### config.mk
export PLATFORM = sky130hd
export DESIGN_NAME = wave_dac_driver_flat
export DESIGN_NICKNAME = d
export VERILOG_FILES = /design/src/rtl/wave_dac_driver_pkg.sv /design/src/rtl/wave_dac_driver_if.sv /design/src/rtl/wave_shaper.sv /design/src/rtl/wave_dac_driver.sv /design/src/flat_wrapper.sv
export SDC_FILE = /design/constraint.sdc
export NUM_CORES = 1
export LEC_CHECK = 0
export CAP_MARGIN = 20
export CORE_ASPECT_RATIO = 0.9
export CORE_MARGIN = 2
export CORE_UTILIZATION = 30
export DETAILED_ROUTE_END_ITERATION = 16
export SYNTH_ARGS = -nofsm -noshare
export SYNTH_HDL_FRONTEND = slang
export SYNTH_SLANG_ARGS = --single-unit
export TNS_END_PERCENT = 1
### constraint.sdc
create_clock -name clk -period 1.8 [get_ports clk]
set_input_delay 0.36 -clock clk [delete_from_list [all_inputs] [get_ports clk]]
set_output_delay 0.36 -clock clk [all_outputs]
set_load 0.05 [all_outputs]
### src/rtl/wave_dac_driver_pkg.sv
// Shared encodings for the waveform DAC driver: wave selects, FSM states, frame size.
package wave_pkg;

    localparam int SAMPLE_W   = 8;
    localparam int FRAME_BITS = 16;

    localparam logic [1:0] WAVE_SAW    = 2'b00;
    localparam logic [1:0] WAVE_RAMPDN = 2'b01;
    localparam logic [1:0] WAVE_TRI    = 2'b10;
    localparam logic [1:0] WAVE_SQR    = 2'b11;

    typedef enum logic [1:0] {
        IDLE  = 2'd0,
        SHIFT = 2'd1,
        HOLD  = 2'd2
    } state_t;

endpackage

### src/rtl/wave_dac_driver_if.sv
// Counter-side inputs and serial DAC outputs of the waveform DAC driver.
// master = phase source / DAC pins observer, slave = the driver itself.
interface wave_dac_if;
    import wave_pkg::*;

    logic [SAMPLE_W-1:0] addr;
    logic [1:0]          wave_sel;
    logic                enable;
    logic [SAMPLE_W-1:0] sample_out;
    logic                dac_cs_n;
    logic                dac_sclk;
    logic                dac_din;
    logic                busy;
    logic                frame_done;

    modport master (
        output addr, wave_sel, enable,
        input  sample_out, dac_cs_n, dac_sclk, dac_din, busy, frame_done
    );

    modport slave (
        input  addr, wave_sel, enable,
        output sample_out, dac_cs_n, dac_sclk, dac_din, busy, frame_done
    );

endinterface

### src/rtl/wave_shaper.sv
// Combinational phase-to-amplitude mapping: saw, ramp-down, triangle, square.
// Zero latency; no flow control.
module wave_shaper
    import wave_pkg::*;
(
    input  logic [SAMPLE_W-1:0] i_addr,
    input  logic [1:0]          i_sel,
    output logic [SAMPLE_W-1:0] o_sample
);

    always_comb begin
        o_sample = i_addr;
        case (i_sel)
            WAVE_SAW:    o_sample = i_addr;
            WAVE_RAMPDN: o_sample = ~i_addr;
            // Doubling the low 7 bits folds the second half back down.
            WAVE_TRI:    o_sample = i_addr[7] ? ~{i_addr[6:0], 1'b0} : {i_addr[6:0], 1'b0};
            WAVE_SQR:    o_sample = {SAMPLE_W{i_addr[7]}};
            default:     o_sample = i_addr;
        endcase
    end

endmodule

### src/rtl/wave_dac_driver.sv
// Captures addr when idle and enabled, shifts {HDR, sample, 0000} MSB-first to a serial DAC.
// Frame = 1 capture + 32*SCLK_DIV shift + CS_HOLD hold cycles; inputs ignored while a frame is in flight.
module wave_dac_driver
    import wave_pkg::*;
#(
    parameter int         SCLK_DIV = 4,
    parameter int         CS_HOLD  = 4,
    parameter logic [3:0] HDR      = 4'h3
) (
    input  logic       clk,
    input  logic       reset,
    wave_dac_if.slave  bus
);

    localparam int DIV_W  = (SCLK_DIV > 1) ? $clog2(SCLK_DIV) : 1;
    localparam int HOLD_W = (CS_HOLD > 1) ? $clog2(CS_HOLD) : 1;
    localparam int BIT_W  = $clog2(FRAME_BITS);

    localparam logic [DIV_W-1:0]  DIV_LAST  = DIV_W'(SCLK_DIV - 1);
    localparam logic [HOLD_W-1:0] HOLD_LAST = HOLD_W'(CS_HOLD - 1);
    localparam logic [BIT_W-1:0]  BIT_LAST  = BIT_W'(FRAME_BITS - 1);

    state_t                r_state;
    logic [DIV_W-1:0]      r_div;
    logic [HOLD_W-1:0]     r_hold;
    logic [BIT_W-1:0]      r_bit;
    logic                  r_phase;
    logic [FRAME_BITS-1:0] r_shift;
    logic [SAMPLE_W-1:0]   r_sample;
    logic                  r_cs_n;
    logic                  r_sclk;
    logic                  r_din;
    logic                  r_busy;
    logic                  r_done;

    logic [SAMPLE_W-1:0]   w_sample;
    logic [FRAME_BITS-1:0] w_frame;

    wave_shaper u_shaper (
        .i_addr   (bus.addr),
        .i_sel    (bus.wave_sel),
        .o_sample (w_sample)
    );

    assign w_frame = {HDR, w_sample, 4'b0000};

    always_ff @(posedge clk) begin
        if (reset) begin
            r_state  <= IDLE;
            r_div    <= '0;
            r_hold   <= '0;
            r_bit    <= '0;
            r_phase  <= 1'b0;
            r_shift  <= '0;
            r_sample <= '0;
            r_cs_n   <= 1'b1;
            r_sclk   <= 1'b0;
            r_din    <= 1'b0;
            r_busy   <= 1'b0;
            r_done   <= 1'b0;
        end else begin
            r_done <= 1'b0;
            case (r_state)
                IDLE: begin
                    if (bus.enable) begin
                        r_state  <= SHIFT;
                        r_sample <= w_sample;
                        r_shift  <= w_frame;
                        r_din    <= w_frame[FRAME_BITS-1];
                        r_cs_n   <= 1'b0;
                        r_sclk   <= 1'b0;
                        r_busy   <= 1'b1;
                        r_div    <= '0;
                        r_bit    <= '0;
                        r_phase  <= 1'b0;
                    end
                end
                SHIFT: begin
                    if (r_div != DIV_LAST) begin
                        r_div <= r_div + DIV_W'(1);
                    end else begin
                        r_div <= '0;
                        if (!r_phase) begin
                            r_phase <= 1'b1;
                            r_sclk  <= 1'b1;
                        end else if (r_bit == BIT_LAST) begin
                            r_state <= HOLD;
                            r_phase <= 1'b0;
                            r_cs_n  <= 1'b1;
                            r_sclk  <= 1'b0;
                            r_din   <= 1'b0;
                            r_hold  <= '0;
                            r_done  <= (HOLD_LAST == '0);
                        end else begin
                            // Data only moves at the start of a low phase, so it is settled by the rising edge.
                            r_bit   <= r_bit + BIT_W'(1);
                            r_phase <= 1'b0;
                            r_sclk  <= 1'b0;
                            r_shift <= {r_shift[FRAME_BITS-2:0], 1'b0};
                            r_din   <= r_shift[FRAME_BITS-2];
                        end
                    end
                end
                HOLD: begin
                    if (r_hold == HOLD_LAST) begin
                        r_state <= IDLE;
                        r_busy  <= 1'b0;
                    end else begin
                        r_hold <= r_hold + HOLD_W'(1);
                        r_done <= ((r_hold + HOLD_W'(1)) == HOLD_LAST);
                    end
                end
                default: r_state <= IDLE;
            endcase
        end
    end

    assign bus.sample_out = r_sample;
    assign bus.dac_cs_n   = r_cs_n;
    assign bus.dac_sclk   = r_sclk;
    assign bus.dac_din    = r_din;
    assign bus.busy       = r_busy;
    assign bus.frame_done = r_done;

endmodule

### src/flat_wrapper.sv
// flat-port wrapper written by rule: the top's interface ports become plain ports
module wave_dac_driver_flat import wave_pkg::*;
#(
    parameter int         SCLK_DIV = 4,
    parameter int         CS_HOLD  = 4,
    parameter logic [3:0] HDR      = 4'h3
)
  (clk, reset, bus_addr, bus_wave_sel, bus_enable, bus_sample_out, bus_dac_cs_n, bus_dac_sclk, bus_dac_din, bus_busy, bus_frame_done);
  wave_dac_if bus_i ();
  input  logic clk;
  input  logic reset;
  input wire logic [$bits(bus_i.addr)-1:0] bus_addr;
  input wire logic [$bits(bus_i.wave_sel)-1:0] bus_wave_sel;
  input wire logic [$bits(bus_i.enable)-1:0] bus_enable;
  output wire logic [$bits(bus_i.sample_out)-1:0] bus_sample_out;
  output wire logic [$bits(bus_i.dac_cs_n)-1:0] bus_dac_cs_n;
  output wire logic [$bits(bus_i.dac_sclk)-1:0] bus_dac_sclk;
  output wire logic [$bits(bus_i.dac_din)-1:0] bus_dac_din;
  output wire logic [$bits(bus_i.busy)-1:0] bus_busy;
  output wire logic [$bits(bus_i.frame_done)-1:0] bus_frame_done;
  assign bus_i.addr = bus_addr;
  assign bus_i.wave_sel = bus_wave_sel;
  assign bus_i.enable = bus_enable;
  assign bus_sample_out = bus_i.sample_out;
  assign bus_dac_cs_n = bus_i.dac_cs_n;
  assign bus_dac_sclk = bus_i.dac_sclk;
  assign bus_dac_din = bus_i.dac_din;
  assign bus_busy = bus_i.busy;
  assign bus_frame_done = bus_i.frame_done;
  wave_dac_driver #(.SCLK_DIV(SCLK_DIV), .CS_HOLD(CS_HOLD), .HDR(HDR)) u_core (.clk(clk), .reset(reset), .bus(bus_i));
endmodule
==> reports/metrics.csv <==
metric;value;unit
hold_buffers;0;
cts_buffers;5;
irDropWorstVdd;506.6;µV
yosysTopAreaCellShare;38.50;%
path_class;reg2reg;
worst_pin_slew;411.9;ps
p_leak;0.9368;nW
placed_area;2203;µm²
wirelength;4552;µm
worstRegToRegCells;10;
cellPowerDensity;1393;nW/µm²
post-route-util;42.46;%
async_flop_share;0;%
startpoint_type;flip-flop;
insertedDiodeCount;0;
ys.flop_type;dfxtp_1;
end_kind;flip-flop;
clk_latency;290;ps
worst-endpoint-required;1970;ps
final_antenna_net_count;0;
period_share;96.34;%
floorplan.rows;26;
clock-root-buffer;clkbuf_8;
area_growth;36.73;%
cap_violations;0;
viasPerCell;5.111;
drive_above_1_share;26.88;%
synth_fp_nets;226;
final_area;2417;µm²
grt_max_degree;15;
finalCriticalPeriod;1734;ps
clock.fmax;0.5767;GHz
ys_seq_area_share;38.50;%
vias;1651;
die_w;84.92;µm
antenna_found_initial;0;
cts_buffer_depth;2;
cts.sinks;34;
track_usage;13.82;%
coreArea;5693;µm²
routedWlPerCell;14.09;µm
slew-limit-headroom;72.44;%
portBuffers;25;
final_nets;273;
ys_ff_latch;34;
hp-class;reg2reg;
finalMaxSlewViolations;0;
fin_skew;10.20;ps
htree_levels;2;
drt-initial-drc-count;75;
finalHoldViolCount;0;
dieArea;6524;µm²
post-route-drc-count;0;
synth_top_cell_by_area;dfxtp_1;
start_util;31.05;%
io_pins;26;
critPathMaxFanout;10;
status;finished clean;
yosys.cell_count.top_type;dfxtp_1;
grt_pass1_wl;7341;µm
arrival;1900;ps
yosys_warnings;0;
synthDistinctLibCells;44;
netlist_area;1768;µm²
rsz0062_at_grt;yes;
avgSynthCellArea;8.624;µm²
synthCells;205;
hpwl;3121;µm
first_pass_iters;4;
grt_remaining_overflow;0;
synth_common_cells;dfxtp_1 (34), nand2_1 (17), a21oi_1 (16);
globalplace.congestion;0.7866;
setup_viol;0;
worst-r2r-setup-slack;70;ps
synth_edf_count;0;
cts_tree;built;
grt_pass1_vias;1512;
hold_depth;2;
cts.clk_slew.worst_paths;70;ps
synth_area_leaders;dfxtp_1 (38%), ha_1 (5.7%), a21oi_1 (4.5%), mux2i_1 (4.0%), nand2_1 (3.6%);
fp.dieH;76.83;µm
## final timing paths
path | startpoint | end
setup / recovery | u_core.r_state[1] | u_core.r_bit[0]
setup reg to reg | u_core.r_state[1] | u_core.r_bit[0]
hold reg to reg | u_core.r_shift[4] | u_core.r_shift[4]
hold / removal | u_core.r_shift[4] | u_core.r_shift[4]
## stage by stage
stage	hold WS (ps)	cells	setup TNS [ps]	power [mW]	worst slack, ps
6_report	473.6	323	0	3.368	65.96
2_1_floorplan	441.2	205	0	2.003	30.05
3_3_place_gp	452.2	311	-142.1	2.497	-37.91
4_1_cts	470.9	319	0	3.107	3.947
5_1_grt	509.9	323	-21.87	3.573	-12.06
3_5_place_dp	461.1	311	-230.7	2.508	-52.41
## cell families (layout without fill, tap and decap cells)
group	after synthesis	in the layout	synth area share, %
buffers and inverters	18	66	4.388
DFF	34	34	38.50
adders and majority gates	8	8	5.662
AOI/OAI and AO/OA	62	62	22.72
and+or+nand+nor	72	72	22.51
muxes	8	8	4.742
xor gates and xnor gates	3	3	1.486
## registers in the layout, summed over array words and instances (netlist names)
register               flops
u_core.r_hold              2
u_core.bus.sample_out      8
u_core.r_bit               4
u_core.bus.dac_sclk        1
u_core.r_shift            11
u_core.r_div               2
u_core.bus.dac_cs_n        1
u_core.bus.dac_din         1
u_core.bus.busy            1
u_core.r_state             2
u_core.bus.frame_done      1
## critical path, stage by stage (launching register included)
cell	delay, ps
dfxtp_2	320
inv_2	90
ha_4	170
buf_6	140
and4_4	240
nor3_4	50
buf_12	130
buf_12	120
buf_4	130
xnor2_1	160
nor3_2	50
## routing by layer
layer  share of wire [%]  vias up  track usage, %
met5                   0        -               0
met4                0.88        0           3.810
met3                 2.6        6           3.229
met2                  48       20           21.18
met1                  48      777           19.37
li1                    -      848               -
## final cells by class
cell class / instances / area, µm²
clock buffer: 7 / 86.33
clock inverter: 1 / 5.005
fill: 559 / 3276
inverter: 6 / 22.52
multi-input combinational: 153 / 1080
sequential: 34 / 683.2
tap: 70 / 87.58
timing repair buffer: 52 / 452.9
## timing repair
action / 4_1_cts / 5_1_grt
gates resized for setup: 0 / 22
endpoints found under the setup margin: 0 / 20
buffers inserted: 0 / 4
## placed cells by master, fill, tap and decap left out, drive strengths merged, types with 12 or more instances in the layout
cell type and instances:
nand2 17, o21ai 12, buf 40, a21oi 16
clkdlybuf4s50 12, dfxtp 34, nor2 16
## report_power, final
group | internal (mW) | switching (mW)
registers | 0.933 | 0.115
logic | 0.803 | 0.923
clock network | 0.309 | 0.285
Note: power is estimated with default switching activity, not from simulation.
